[src/rtl/eth_phy_10g_pcs_pkg.sv]
// Shared constants, slip FSM encoding and helpers for the 10GBASE-R PCS.
// Optional build macro PRBS31_EN adds the PRBS31 generator/checker helper.
package eth_phy_10g_pcs_pkg;

  localparam logic [1:0] SYNC_DATA       = 2'b01;
  localparam logic [1:0] SYNC_CTRL       = 2'b10;
  localparam logic [7:0] BLOCK_TYPE_CTRL = 8'h1E;
  localparam logic [7:0] XGMII_IDLE      = 8'h07;
  localparam logic [7:0] XGMII_ERROR     = 8'hFE;
  localparam logic [6:0] CTRL_IDLE       = 7'h00;
  localparam logic [6:0] CTRL_ERROR      = 7'h1E;

  typedef enum logic [1:0] {
    SLIP_IDLE,
    SLIP_HIGH,
    SLIP_LOW
  } slip_state_t;

  function automatic logic hdr_valid(input logic [1:0] hdr);
    return (hdr == SYNC_DATA) || (hdr == SYNC_CTRL);
  endfunction

`ifdef PRBS31_EN
  typedef struct packed {
    logic [30:0] state;
    logic [65:0] bits;
  } prbs31_t;

  // Steps x^31+x^28+1 over 66 bits, bit 0 first. In check mode the LFSR is
  // fed from the received bits (self-synchronising) and bits[] holds the
  // per-bit mismatches; otherwise bits[] is the generated stream.
  function automatic prbs31_t prbs31_advance(input logic [30:0] seed,
                                             input logic [65:0] din,
                                             input logic        check);
    prbs31_t r;
    logic    pred;
    r.state = seed;
    r.bits  = '0;
    for (int unsigned i = 0; i < 66; i++) begin
      pred      = r.state[30] ^ r.state[27];
      r.bits[i] = check ? (din[i] ^ pred) : pred;
      r.state   = {r.state[29:0], (check ? din[i] : pred)};
    end
    return r;
  endfunction
`endif

endpackage

[src/rtl/eth_phy_10g_pcs_if.sv]
// MAC (XGMII) and SERDES bus bundle for the 10GBASE-R PCS.
//   master : environment side (drives xgmii_txd/txc and serdes_rx_*)
//   slave  : PCS side (drives xgmii_rxd/rxc, serdes_tx_*, bitslip, reset req)
interface eth_phy_10g_pcs_if #(
  parameter int DATA_WIDTH = 64,
  parameter int CTRL_WIDTH = 8,
  parameter int HDR_WIDTH  = 2
);
  logic [DATA_WIDTH-1:0] xgmii_txd;
  logic [CTRL_WIDTH-1:0] xgmii_txc;
  logic [DATA_WIDTH-1:0] xgmii_rxd;
  logic [CTRL_WIDTH-1:0] xgmii_rxc;
  logic [DATA_WIDTH-1:0] serdes_tx_data;
  logic [HDR_WIDTH-1:0]  serdes_tx_hdr;
  logic [DATA_WIDTH-1:0] serdes_rx_data;
  logic [HDR_WIDTH-1:0]  serdes_rx_hdr;
  logic                  serdes_rx_bitslip;
  logic                  serdes_rx_reset_req;

  modport master (
    output xgmii_txd, xgmii_txc, serdes_rx_data, serdes_rx_hdr,
    input  xgmii_rxd, xgmii_rxc, serdes_tx_data, serdes_tx_hdr,
           serdes_rx_bitslip, serdes_rx_reset_req
  );

  modport slave (
    input  xgmii_txd, xgmii_txc, serdes_rx_data, serdes_rx_hdr,
    output xgmii_rxd, xgmii_rxc, serdes_tx_data, serdes_tx_hdr,
           serdes_rx_bitslip, serdes_rx_reset_req
  );
endinterface

[src/rtl/eth_phy_10g_pcs_frame_sync.sv]
// Sync-header framing: counts headers in 64-block windows, maintains block
// lock and sequences bitslip requests (high phase then hold-off).
//   rx_hdr     : received sync header
//   block_lock : lock achieved
//   bitslip    : slip request to SERDES
//   slip_busy  : slip in progress, headers are ignored
module eth_phy_10g_pcs_frame_sync
  import eth_phy_10g_pcs_pkg::*;
#(
  parameter int BITSLIP_HIGH_CYCLES = 1,
  parameter int BITSLIP_LOW_CYCLES  = 8
) (
  input  logic       clk,
  input  logic       rst_n,
  input  logic [1:0] rx_hdr,
  output logic       block_lock,
  output logic       bitslip,
  output logic       slip_busy
);

  slip_state_t state_q, state_d;
  logic [7:0]  slip_cnt_q, slip_cnt_d;
  logic [5:0]  sh_cnt_q, sh_cnt_d;
  logic [3:0]  sh_inv_cnt_q, sh_inv_cnt_d;
  logic        lock_q, lock_d;
  logic        slip_start;

  always_ff @(posedge clk or negedge rst_n) begin
    if (!rst_n) begin
      state_q      <= SLIP_IDLE;
      slip_cnt_q   <= '0;
      sh_cnt_q     <= '0;
      sh_inv_cnt_q <= '0;
      lock_q       <= 1'b0;
    end else begin
      state_q      <= state_d;
      slip_cnt_q   <= slip_cnt_d;
      sh_cnt_q     <= sh_cnt_d;
      sh_inv_cnt_q <= sh_inv_cnt_d;
      lock_q       <= lock_d;
    end
  end

  // Header counting; only runs while no slip is in progress.
  always_comb begin
    sh_cnt_d     = sh_cnt_q;
    sh_inv_cnt_d = sh_inv_cnt_q;
    lock_d       = lock_q;
    slip_start   = 1'b0;
    if (state_q == SLIP_IDLE) begin
      if (hdr_valid(rx_hdr)) begin
        if (sh_cnt_q == '1) begin
          sh_cnt_d     = '0;
          sh_inv_cnt_d = '0;
          if (sh_inv_cnt_q == '0) lock_d = 1'b1;
        end else begin
          sh_cnt_d = sh_cnt_q + 6'd1;
        end
      end else if (!lock_q || (sh_inv_cnt_q == '1)) begin
        lock_d       = 1'b0;
        sh_cnt_d     = '0;
        sh_inv_cnt_d = '0;
        slip_start   = 1'b1;
      end else if (sh_cnt_q == '1) begin
        sh_cnt_d     = '0;
        sh_inv_cnt_d = '0;
      end else begin
        sh_cnt_d     = sh_cnt_q + 6'd1;
        sh_inv_cnt_d = sh_inv_cnt_q + 4'd1;
      end
    end
  end

  // Slip sequencer next state.
  always_comb begin
    state_d    = state_q;
    slip_cnt_d = slip_cnt_q;
    unique case (state_q)
      SLIP_IDLE: begin
        if (slip_start) begin
          state_d    = SLIP_HIGH;
          slip_cnt_d = '0;
        end
      end
      SLIP_HIGH: begin
        if (slip_cnt_q == 8'(BITSLIP_HIGH_CYCLES - 1)) begin
          state_d    = SLIP_LOW;
          slip_cnt_d = '0;
        end else begin
          slip_cnt_d = slip_cnt_q + 8'd1;
        end
      end
      SLIP_LOW: begin
        if (slip_cnt_q == 8'(BITSLIP_LOW_CYCLES - 1)) begin
          state_d    = SLIP_IDLE;
          slip_cnt_d = '0;
        end else begin
          slip_cnt_d = slip_cnt_q + 8'd1;
        end
      end
      default: state_d = SLIP_IDLE;
    endcase
  end

  // Outputs.
  always_comb begin
    bitslip    = (state_q == SLIP_HIGH);
    slip_busy  = (state_q != SLIP_IDLE);
    block_lock = lock_q;
  end

endmodule

[src/rtl/eth_phy_10g_pcs.sv]
// Minimal 10GBASE-R PCS (no scrambler): 64b/66b TX encoder, RX frame sync,
// BER monitor, RX decoder and link status. TX and RX share clk.
//   clk, rst_n     : clock, asynchronous active-low reset
//   bus            : XGMII and SERDES buses (eth_phy_10g_pcs_if.slave)
//   tx_bad_block   : TX input not encodable
//   rx_bad_block   : RX block decoded as error
//   rx_error_count : saturating error count
//   rx_block_lock, rx_high_ber, rx_status : RX link state
// Build macro PRBS31_EN adds cfg_tx_prbs31_enable / cfg_rx_prbs31_enable
// and a PRBS31 test pattern generator and checker.
module eth_phy_10g_pcs
  import eth_phy_10g_pcs_pkg::*;
#(
  parameter int DATA_WIDTH          = 64,
  parameter int CTRL_WIDTH          = 8,
  parameter int HDR_WIDTH           = 2,
  parameter int BITSLIP_HIGH_CYCLES = 1,
  parameter int BITSLIP_LOW_CYCLES  = 8,
  parameter int COUNT_125US         = 125
) (
  input  logic                clk,
  input  logic                rst_n,
`ifdef PRBS31_EN
  input  logic                cfg_tx_prbs31_enable,
  input  logic                cfg_rx_prbs31_enable,
`endif
  eth_phy_10g_pcs_if.slave    bus,
  output logic                tx_bad_block,
  output logic                rx_bad_block,
  output logic [6:0]          rx_error_count,
  output logic                rx_block_lock,
  output logic                rx_high_ber,
  output logic                rx_status
);

  localparam int CYC_W = $clog2(COUNT_125US);

  logic [HDR_WIDTH-1:0]  tx_hdr_q, tx_hdr_d;
  logic [DATA_WIDTH-1:0] tx_data_q, tx_data_d;
  logic                  tx_bad_q, tx_bad_d;
  logic [DATA_WIDTH-1:0] rxd_q, rxd_d;
  logic [CTRL_WIDTH-1:0] rxc_q, rxc_d;
  logic                  rx_bad_q, rx_bad_d;
  logic [6:0]            err_q, err_d;
  logic [CYC_W-1:0]      cyc_q, cyc_d;
  logic [3:0]            ber_q, ber_d;
  logic                  hber_q, hber_d;
  logic                  seen_q, seen_d;
  logic                  req_q, req_d;
  logic                  status_q, status_d;
  logic                  lock, slip_busy, bitslip, win_end;

  eth_phy_10g_pcs_frame_sync #(
    .BITSLIP_HIGH_CYCLES(BITSLIP_HIGH_CYCLES),
    .BITSLIP_LOW_CYCLES (BITSLIP_LOW_CYCLES)
  ) u_frame_sync (
    .clk       (clk),
    .rst_n     (rst_n),
    .rx_hdr    (bus.serdes_rx_hdr),
    .block_lock(lock),
    .bitslip   (bitslip),
    .slip_busy (slip_busy)
  );

`ifdef PRBS31_EN
  logic [30:0] tx_lfsr_q, tx_lfsr_d, rx_lfsr_q, rx_lfsr_d;
  prbs31_t     tx_prbs, rx_prbs;
  logic [7:0]  prbs_err_bits, err_sum;

  always_comb begin
    tx_prbs       = prbs31_advance(tx_lfsr_q, '0, 1'b0);
    rx_prbs       = prbs31_advance(rx_lfsr_q, {bus.serdes_rx_data, bus.serdes_rx_hdr}, 1'b1);
    tx_lfsr_d     = cfg_tx_prbs31_enable ? tx_prbs.state : tx_lfsr_q;
    rx_lfsr_d     = cfg_rx_prbs31_enable ? rx_prbs.state : rx_lfsr_q;
    prbs_err_bits = 8'($countones(rx_prbs.bits));
  end

  always_ff @(posedge clk or negedge rst_n) begin
    if (!rst_n) begin
      tx_lfsr_q <= '1;
      rx_lfsr_q <= '1;
    end else begin
      tx_lfsr_q <= tx_lfsr_d;
      rx_lfsr_q <= rx_lfsr_d;
    end
  end
`endif

  always_ff @(posedge clk or negedge rst_n) begin
    if (!rst_n) begin
      tx_hdr_q  <= SYNC_CTRL;
      tx_data_q <= {{8{CTRL_IDLE}}, BLOCK_TYPE_CTRL};
      tx_bad_q  <= 1'b0;
      rxd_q     <= {8{XGMII_ERROR}};
      rxc_q     <= '1;
      rx_bad_q  <= 1'b0;
      err_q     <= '0;
      cyc_q     <= '0;
      ber_q     <= '0;
      hber_q    <= 1'b0;
      seen_q    <= 1'b0;
      req_q     <= 1'b0;
      status_q  <= 1'b0;
    end else begin
      tx_hdr_q  <= tx_hdr_d;
      tx_data_q <= tx_data_d;
      tx_bad_q  <= tx_bad_d;
      rxd_q     <= rxd_d;
      rxc_q     <= rxc_d;
      rx_bad_q  <= rx_bad_d;
      err_q     <= err_d;
      cyc_q     <= cyc_d;
      ber_q     <= ber_d;
      hber_q    <= hber_d;
      seen_q    <= seen_d;
      req_q     <= req_d;
      status_q  <= status_d;
    end
  end

  // TX encoder; the error default also catches X on txc/txd.
  always_comb begin
    tx_hdr_d  = SYNC_CTRL;
    tx_data_d = {{8{CTRL_ERROR}}, BLOCK_TYPE_CTRL};
    tx_bad_d  = 1'b1;
    if (bus.xgmii_txc == '0) begin
      tx_hdr_d  = SYNC_DATA;
      tx_data_d = bus.xgmii_txd;
      tx_bad_d  = 1'b0;
    end else if ((bus.xgmii_txc == '1) && (bus.xgmii_txd == {8{XGMII_IDLE}})) begin
      tx_data_d = {{8{CTRL_IDLE}}, BLOCK_TYPE_CTRL};
      tx_bad_d  = 1'b0;
    end
`ifdef PRBS31_EN
    if (cfg_tx_prbs31_enable) begin
      tx_hdr_d  = tx_prbs.bits[1:0];
      tx_data_d = tx_prbs.bits[65:2];
      tx_bad_d  = 1'b0;
    end
`endif
  end

  // RX decoder and error counter.
  always_comb begin
    rxd_d    = {8{XGMII_ERROR}};
    rxc_d    = '1;
    rx_bad_d = lock;
    if (lock && (bus.serdes_rx_hdr == SYNC_DATA)) begin
      rxd_d    = bus.serdes_rx_data;
      rxc_d    = '0;
      rx_bad_d = 1'b0;
    end else if (lock && (bus.serdes_rx_hdr == SYNC_CTRL) &&
                 (bus.serdes_rx_data == {{8{CTRL_IDLE}}, BLOCK_TYPE_CTRL})) begin
      rxd_d    = {8{XGMII_IDLE}};
      rx_bad_d = 1'b0;
    end
    err_d = err_q;
    if (rx_bad_q && (err_q != '1)) err_d = err_q + 7'd1;
`ifdef PRBS31_EN
    err_sum = 8'(err_q) + prbs_err_bits;
    if (cfg_rx_prbs31_enable) begin
      rxd_d    = {8{XGMII_ERROR}};
      rxc_d    = '1;
      rx_bad_d = 1'b0;
      err_d    = (err_sum > 8'd127) ? '1 : err_sum[6:0];
    end
`endif
  end

  // BER window: the header arriving on the window-end cycle is counted
  // before the window is evaluated.
  always_comb begin
    win_end = (cyc_q == CYC_W'(COUNT_125US - 1));
    cyc_d   = win_end ? '0 : cyc_q + CYC_W'(1);
    ber_d   = ber_q;
    if (!hdr_valid(bus.serdes_rx_hdr) && !slip_busy && (ber_q != '1))
      ber_d = ber_q + 4'd1;
    hber_d = hber_q | (ber_d == '1);
    seen_d = seen_q | lock;
    req_d  = 1'b0;
    if (win_end) begin
      if (ber_d != '1) hber_d = 1'b0;
      ber_d  = '0;
      req_d  = ~(seen_q | lock);
      seen_d = 1'b0;
    end
    status_d = lock & ~hber_q;
  end

  assign bus.serdes_tx_hdr       = tx_hdr_q;
  assign bus.serdes_tx_data      = tx_data_q;
  assign bus.xgmii_rxd           = rxd_q;
  assign bus.xgmii_rxc           = rxc_q;
  assign bus.serdes_rx_bitslip   = bitslip;
  assign bus.serdes_rx_reset_req = req_q;
  assign tx_bad_block            = tx_bad_q;
  assign rx_bad_block            = rx_bad_q;
  assign rx_error_count          = err_q;
  assign rx_block_lock           = lock;
  assign rx_high_ber             = hber_q;
  assign rx_status               = status_q;

endmodule

[src/flat_wrapper.sv]
// flat-port wrapper written by rule: the top's interface ports become plain ports
module eth_phy_10g_pcs_flat import eth_phy_10g_pcs_pkg::*;
#(
  parameter int DATA_WIDTH          = 64,
  parameter int CTRL_WIDTH          = 8,
  parameter int HDR_WIDTH           = 2,
  parameter int BITSLIP_HIGH_CYCLES = 1,
  parameter int BITSLIP_LOW_CYCLES  = 8,
  parameter int COUNT_125US         = 125
)
  (clk, rst_n, tx_bad_block, rx_bad_block, rx_error_count, rx_block_lock, rx_high_ber, rx_status, bus_xgmii_txd, bus_xgmii_txc, bus_serdes_rx_data, bus_serdes_rx_hdr, bus_xgmii_rxd, bus_xgmii_rxc, bus_serdes_tx_data, bus_serdes_tx_hdr, bus_serdes_rx_bitslip, bus_serdes_rx_reset_req);
  eth_phy_10g_pcs_if #(.DATA_WIDTH(DATA_WIDTH), .CTRL_WIDTH(CTRL_WIDTH), .HDR_WIDTH(HDR_WIDTH)) bus_i ();
  input  logic clk;
  input  logic rst_n;
  output logic tx_bad_block;
  output logic rx_bad_block;
  output logic [6:0] rx_error_count;
  output logic rx_block_lock;
  output logic rx_high_ber;
  output logic rx_status;
  input wire logic [$bits(bus_i.xgmii_txd)-1:0] bus_xgmii_txd;
  input wire logic [$bits(bus_i.xgmii_txc)-1:0] bus_xgmii_txc;
  input wire logic [$bits(bus_i.serdes_rx_data)-1:0] bus_serdes_rx_data;
  input wire logic [$bits(bus_i.serdes_rx_hdr)-1:0] bus_serdes_rx_hdr;
  output wire logic [$bits(bus_i.xgmii_rxd)-1:0] bus_xgmii_rxd;
  output wire logic [$bits(bus_i.xgmii_rxc)-1:0] bus_xgmii_rxc;
  output wire logic [$bits(bus_i.serdes_tx_data)-1:0] bus_serdes_tx_data;
  output wire logic [$bits(bus_i.serdes_tx_hdr)-1:0] bus_serdes_tx_hdr;
  output wire logic [$bits(bus_i.serdes_rx_bitslip)-1:0] bus_serdes_rx_bitslip;
  output wire logic [$bits(bus_i.serdes_rx_reset_req)-1:0] bus_serdes_rx_reset_req;
  assign bus_i.xgmii_txd = bus_xgmii_txd;
  assign bus_i.xgmii_txc = bus_xgmii_txc;
  assign bus_i.serdes_rx_data = bus_serdes_rx_data;
  assign bus_i.serdes_rx_hdr = bus_serdes_rx_hdr;
  assign bus_xgmii_rxd = bus_i.xgmii_rxd;
  assign bus_xgmii_rxc = bus_i.xgmii_rxc;
  assign bus_serdes_tx_data = bus_i.serdes_tx_data;
  assign bus_serdes_tx_hdr = bus_i.serdes_tx_hdr;
  assign bus_serdes_rx_bitslip = bus_i.serdes_rx_bitslip;
  assign bus_serdes_rx_reset_req = bus_i.serdes_rx_reset_req;
  eth_phy_10g_pcs #(.DATA_WIDTH(DATA_WIDTH), .CTRL_WIDTH(CTRL_WIDTH), .HDR_WIDTH(HDR_WIDTH), .BITSLIP_HIGH_CYCLES(BITSLIP_HIGH_CYCLES), .BITSLIP_LOW_CYCLES(BITSLIP_LOW_CYCLES), .COUNT_125US(COUNT_125US)) u_core (.clk(clk), .rst_n(rst_n), .bus(bus_i), .tx_bad_block(tx_bad_block), .rx_bad_block(rx_bad_block), .rx_error_count(rx_error_count), .rx_block_lock(rx_block_lock), .rx_high_ber(rx_high_ber), .rx_status(rx_status));
endmodule
[config.mk]
export PLATFORM = sky130hd
export DESIGN_NAME = eth_phy_10g_pcs_flat
export DESIGN_NICKNAME = d
export VERILOG_FILES = /design/src/rtl/eth_phy_10g_pcs_pkg.sv /design/src/rtl/eth_phy_10g_pcs_if.sv /design/src/rtl/eth_phy_10g_pcs_frame_sync.sv /design/src/rtl/eth_phy_10g_pcs.sv /design/src/flat_wrapper.sv
export SDC_FILE = /design/constraint.sdc
export NUM_CORES = 1
export LEC_CHECK = 0
export CAP_MARGIN = 10
export CORE_MARGIN = 2
export CORE_UTILIZATION = 47
export CTS_CLUSTER_SIZE = 20
export DETAILED_ROUTE_END_ITERATION = 10
export GPL_TIMING_DRIVEN = 0
export PLACE_DENSITY_LB_ADDON = 0.15
export RECOVER_POWER = 25
export SLEW_MARGIN = 20
export SYNTH_ARGS = -nofsm -noshare
export SYNTH_HDL_FRONTEND = slang
export SYNTH_HIERARCHICAL = 1
export SYNTH_SLANG_ARGS = --single-unit
[constraint.sdc]
create_clock -name clk -period 4.7 [get_ports clk]
set_clock_uncertainty 0.1 [all_clocks]
set_input_delay 0.705 -clock clk [delete_from_list [all_inputs] [get_ports clk]]
set_output_delay 0.705 -clock clk [all_outputs]
set_load 0.03 [all_outputs]
# Word level (Yosys, flattened, before mapping)
# Cells that the tools add are included.
dict set report op_classes {
  add_sub_neg 6
  eq_ne 20
  muxes 39
  n_bitwise 5
  n_reduce_logical 23
}
# operator n
set op_table {}
lappend op_table {{$mux 64} 3}
lappend op_table {{$eq 64x5->1 const B} 1}
lappend op_table {{$eq 64x59->1 const B} 1}
lappend op_table {{$mux 62} 1}
lappend op_table {{$mux 8} 4}
lappend op_table {{$mux 4} 6}
lappend op_table {{$pmux 8 s3} 1}
lappend op_table {{$mux 6} 3}
lappend op_table {{$logic_not 8->1} 2}
lappend op_table {{$mux 1} 15}
lappend op_table {{$add 7x1->7 const B} 2}
lappend op_table {{$add 4x1->4 const B} 2}
lappend op_table {{$add 8x1->8 const B} 1}
lappend op_table {{$eq 4x4->1 const B} 2}
lappend op_table {{$eq 8x3->1 const B} 1}
lappend op_table {{$eq 8x8->1 const B} 1}
lappend op_table {{$mux 2} 4}
lappend op_table {{$ne 2x2->1 const B} 4}
lappend op_table {{$ne 4x4->1 const B} 2}
lappend op_table {{$eq 7x7->1 const B} 1}
lappend op_table {{$logic_and 1x1->1} 7}
lappend op_table {{$mux 7} 1}
lappend op_table {{$ne 7x7->1 const B} 1}
lappend op_table {{$add 6x1->6 const B} 1}
lappend op_table {{17 further kinds} 26}
dict set report totals {
  regBits 183
  output_inout_bits 152
  word_cells 111
}

# Longest topological paths before layout
dict set report logic_depth {
  depth_word 10
  ltp_mapped 9
  mapped_depth_nobuf 8
}

# By module
# Netlist, hierarchy kept.
# module n_inst cells_per_inst area_each_um2
set modules_own_cells {}
lappend modules_own_cells {eth_phy_10g_pcs 1 485 5921.9}
lappend modules_own_cells {eth_phy_10g_pcs_frame_sync 1 134 1407.6}

# Least setup slack after synthesis
# Ideal clock, no wire load.
dict set report synth_timing {
  kind {input to register}
  from {in bus_xgmii_txd[7]}
  to {reg u_core.tx_data_q[12] (netlist: u_core/bus.serdes_tx_data[12])}
  t_arrival_ps 1973
  t_required_ps 4481
  path_slack_ps 2508
  cell_stages 5
  path_cell_list {or4b_1 -> nor4_2 -> nand4_2 -> buf_6 -> o21a_1}
}
dict set report synth_between {
  elab_chain_cells 4
}
# item line_no
set synth_rtl {}
lappend synth_rtl {{start: declaration} flat_wrapper.sv:21} ;# input wire logic [$bits(bus_i.xgmii_txd)-1:0] bus_xgmii_txd;
lappend synth_rtl {{$eq 64x59->1} eth_phy_10g_pcs.sv:130} ;# end else if ((bus.xgmii_txc == '1) && (bus.xgmii_txd == {8{XGMII_IDLE}})) begin
lappend synth_rtl {{$logic_and 1x1->1} eth_phy_10g_pcs.sv:130}
lappend synth_rtl {{$mux 62} eth_phy_10g_pcs.sv:130}
lappend synth_rtl {{$mux 64} eth_phy_10g_pcs.sv:126} ;# if (bus.xgmii_txc == '0) begin
lappend synth_rtl {{net u_core.tx_data_d[12]} eth_phy_10g_pcs.sv:39} ;# logic [DATA_WIDTH-1:0] tx_data_q, tx_data_d;
lappend synth_rtl {{end signal: assignment} eth_phy_10g_pcs.sv:92} ;# tx_data_q <= {{8{CTRL_IDLE}}, BLOCK_TYPE_CTRL};
lappend synth_rtl {{end signal: assignment} eth_phy_10g_pcs.sv:106} ;# tx_data_q <= tx_data_d;
lappend synth_rtl {{end: declaration} eth_phy_10g_pcs.sv:39}
# The timed path passes the listed nets, and every way through them passes these cells.
# A chain may end at the register's enable or synchronous reset.

# Worst setup path in the final report
dict set report layout_timing {
  from {in bus_xgmii_txd[27]}
  to {reg u_core.tx_data_q[18] (netlist: u_core/bus.serdes_tx_data[18])}
}
# The elaborated chain is that of the path after synthesis.

==> flow_metrics.env <==
export IMPL_status="finished, violations left"
export IMPL_violations="capacitance limit, slew limit"
export IMPL_leakage_nw=4.59
export IMPL_grt_usage_pct=25.8
export IMPL_post_cts_setup_buffer_count=0
export IMPL_grt_max_degree=90
export IMPL_ant_nets=0
export IMPL_ys_types=64
export IMPL_post_route_period_util_pct=61.1
export IMPL_r2r_setup_slack_ns=1.98
export IMPL_rows=45
export IMPL_drc_errors=0
export IMPL_syn_num_nets=774
export IMPL_swShare_pct=27.5
export IMPL_final_area_mm2=0.0111
export IMPL_core_area_mm2=0.0152
export IMPL_synthSimpleGateAreaFrac_pct=19.2
export IMPL_num_antenna_cells=0
export IMPL_start_kind="primary input"
export IMPL_synthAdderAreaFrac_pct=2.56
export IMPL_layoutNonFillerInstCount=1133
export IMPL_routedWlPerCell_um=18.8
export IMPL_drtIter0Drc=369
export IMPL_synth_area_leaders="dfrtp_1 (39%), dfstp_2 (22%), nor2_1 (4.9%)"
export IMPL_synth_avg_cell_area_um2=11.8
export IMPL_max_freq_mhz=348
export IMPL_timing_rr_start="u_core/u_frame_sync/state_q[1]"
export IMPL_dp_cells=1101
export IMPL_setup_worst_path_end="u_core/bus.serdes_tx_data[18]"
export IMPL_cts_sinks=176
export IMPL_finalMaxSlewViolations=89
export IMPL_cp_cell_sequence="clkdlybuf4s50_1, nor4b_1, nand4_1, nor4_1, nand4_2, buf_6, o21a_1"
export IMPL_gp_congestion=0.918
export IMPL_dominantRegCellSynth="dfrtp_1"
export IMPL_antenna_found_initial=0
export IMPL_io_pins=292
export IMPL_seq_area_mm2=0.00448
export IMPL_r2r_cells=8
export IMPL_crit_start="bus_xgmii_txd[27]"
export IMPL_yosysWarningCount=6
export IMPL_cts_max_path_buffers=2
export IMPL_pwr_share_clk_pct=36.8
export IMPL_cts_hold_fix_buffers=0
export IMPL_slew_headroom_pct=-46.2
export IMPL_total_power_mw=3.82
export IMPL_combinationalPowerShare_pct=18.9
export IMPL_num_fill_cells=1047
export IMPL_cts_resized=0
export IMPL_ys_ff_latch=176
export IMPL_grt_pass1_wl_mm=32.9
export IMPL_ys_async_sr_fraction_pct=100
export IMPL_worst_hold_slack_ns=0.345
export IMPL_ys_seq_area_share_pct=61.1
export IMPL_rsz0062_at_grt="false"
export IMPL_vias_per_cell=5.41
export IMPL_synth_area_leader_cell="dfrtp_1"
export IMPL_synth_area_mm2=0.00733
export IMPL_power_density_mw_per_mm2=343
export IMPL_first_global_vias=6378
export IMPL_dieArea_mm2=0.0166
export IMPL_worst_path_max_delay_cell="nor4_1"
export IMPL_first_pass_iters=7
export IMPL_synthMuxAreaShare_pct=0.717
export IMPL_synth_edf_count=0
export IMPL_multi_input_area_mm2=0.00258
export IMPL_worstPathRequired_ns=4.91
export IMPL_syn_inst=619
export IMPL_critPathArrivalTime_ns=3.08
export IMPL_clk_pin_slew_ns=0.06
export IMPL_synth_top_area_share_pct=38.9
export IMPL_worst_setup_path_type="primary input to flip-flop"
export IMPL_hp_start="u_core/rx_high_ber"
export IMPL_wirelength_mm=21.3
export IMPL_nets=1087
export IMPL_vias=6132
export IMPL_dp_final_hpwl_mm=16.2
export IMPL_start_util_pct=48.2
export IMPL_port_buffers=291
export IMPL_grt_overflow=0
export IMPL_cts_buffers=17
export IMPL_clockRootBuffer="clkbuf_16"
export IMPL_drive_gt1_share_pct=14.4
export IMPL_placed_area_mm2=0.0105
export IMPL_min_period_ns=2.87
export IMPL_hold_path_depth=1
export IMPL_cpPeakStageDelay_ns=0.65
export IMPL_end_kind="flip-flop"
export IMPL_pwr_share_seq_pct=44.4
export IMPL_holdCritPathClass="flip-flop to flip-flop"
export IMPL_cts_tree="yes"
export IMPL_synth_xor_area_share_pct=1.66
export IMPL_switchingPower_mw=1.05
export IMPL_drv_cap=1
export IMPL_synth_top_family_by_area="simple AND/OR/NAND/NOR gates"
export IMPL_power_internal_mw=2.77
export IMPL_final_core_util_pct=73.2
export IMPL_insertion_delay_ns=0.42
export IMPL_hold_violations=0
export IMPL_die_y_um=129
export IMPL_vdd_drop_max_mv=0.263
export IMPL_synthToLayoutAreaGrowth_pct=51.7
export IMPL_setup_viol=0
export IMPL_reg2reg_to="u_core/ber_q[3]"
export IMPL_worst_pin_slew_ns=2.19
export IMPL_cp_max_fo=10
export IMPL_h_tree_depth=4
export IMPL_synth_compound_area_share_pct=10.8
export IMPL_die_w_um=129
==> layout make-up <==
class                   count  area share, %
flip-flops and latches    176           40.3
repair buffers            294           26.5
multi-input cells         389           23.2
clock buffers              25           4.74
well taps                 188           2.11
plain buffers              32           1.81
inverters                  22          0.742
clock inverters             7          0.652
==> cell families (layout without fill, tap and decap cells) <==
group / after synthesis / count (layout)
AOI/OAI and AO/OA: 100 / 100
xor gates and xnor gates: 13 / 13
adders and majority gates: 15 / 15
buffers and inverters: 54 / 380
DFF: 176 / 176
muxes: 5 / 5
and+or+nand+nor: 256 / 256
==> power by group through the flow <==
stage	registers, mW	clock network, mW	logic (mW)
finish	1.69	1.40	0.720
global placement	1.71	0	0.681
CTS	1.69	1.43	0.721
floorplan	1.76	0	0.332
detailed placement	1.72	0	0.713
global route	1.71	1.49	0.787
==> layout by cell type, fill, tap and decap left out, types with 6 or more instances in the layout <==
master             n
clkbuf_16         18
nand2_1           15
dfrtp_1          114
a21o_1             9
clkdlybuf4s50_1  290
o21ai_0           16
nand2b_1          17
ha_1              15
dfstp_2           62
buf_4              7
nor2_1            96
inv_1             21
nor4_1            14
buf_6              7
and3_1            35
o21a_1            34
nand3_1           10
clkbuf_1          18
nor4b_1            6
nand4_1           12
or3_1              7
xnor2_1            7
==> stage by stage <==
| step | setup TNS [ns] | worst slack [ns] |
|---|---|---|
| after global placement | -572.98 | -4.02 |
| after CTS | 0 | 1.84 |
| final | 0 | 1.83 |
| after detailed placement | 0 | 1.47 |
| after global routing | 0 | 1.66 |
| after floorplan | 0 | 2.51 |
==> layer usage <==
layer	share of wire, %	track usage [%]	vias up
li1	-	-	2802
met1	39	30.5	3009
met2	51	44.9	272
met3	7.1	6.49	49
met4	3.1	10.9	0
met5	0	0	-
==> registers in the layout, indices dropped and copies added, names as in the netlist, 2 cells and up <==
register / cells
u_core/cyc_q: 7
u_core/bus.serdes_tx_hdr: 2
u_core/u_frame_sync/sh_cnt_q: 6
u_core/ber_q: 4
u_core/u_frame_sync/state_q: 2
u_core/bus.xgmii_rxd: 64
u_core/rx_error_count: 7
u_core/u_frame_sync/slip_cnt_q: 8
u_core/bus.serdes_tx_data: 64
u_core/u_frame_sync/sh_inv_cnt_q: 4
==> worst max-delay path, delay by kind of cell <==
family,cells,cell delay [ns]
AO/OA/AOI/OAI,1,0.11
buffers and inverters,2,0.67
AND/OR/NAND/NOR,4,1.59
==> synthesized netlist by cell type, types with 7 or more instances <==
cell        n
clkbuf_1   16
o21ai_0    16
ha_1       15
nor4_1     16
o21a_1     34
dfrtp_1   114
a21o_1      9
nor2_1     96
inv_1      21
nand2b_1   17
xnor2_1     7
nand4_1    12
dfstp_2    62
or3_1       7
buf_4       7
and3_1     35
nand3_1    10
nand2_1    15
buf_6       7
==> worst min-delay path by stage <==
stage and to:
6_report u_core/rx_status, 5_1_grt u_core/rx_status, 2_1_floorplan u_core/ber_q[0], 4_1_cts u_core/rx_error_count[4], 3_3_place_gp u_core/rx_status, 3_5_place_dp u_core/rx_status
Power figures use the tool's default switching activity.
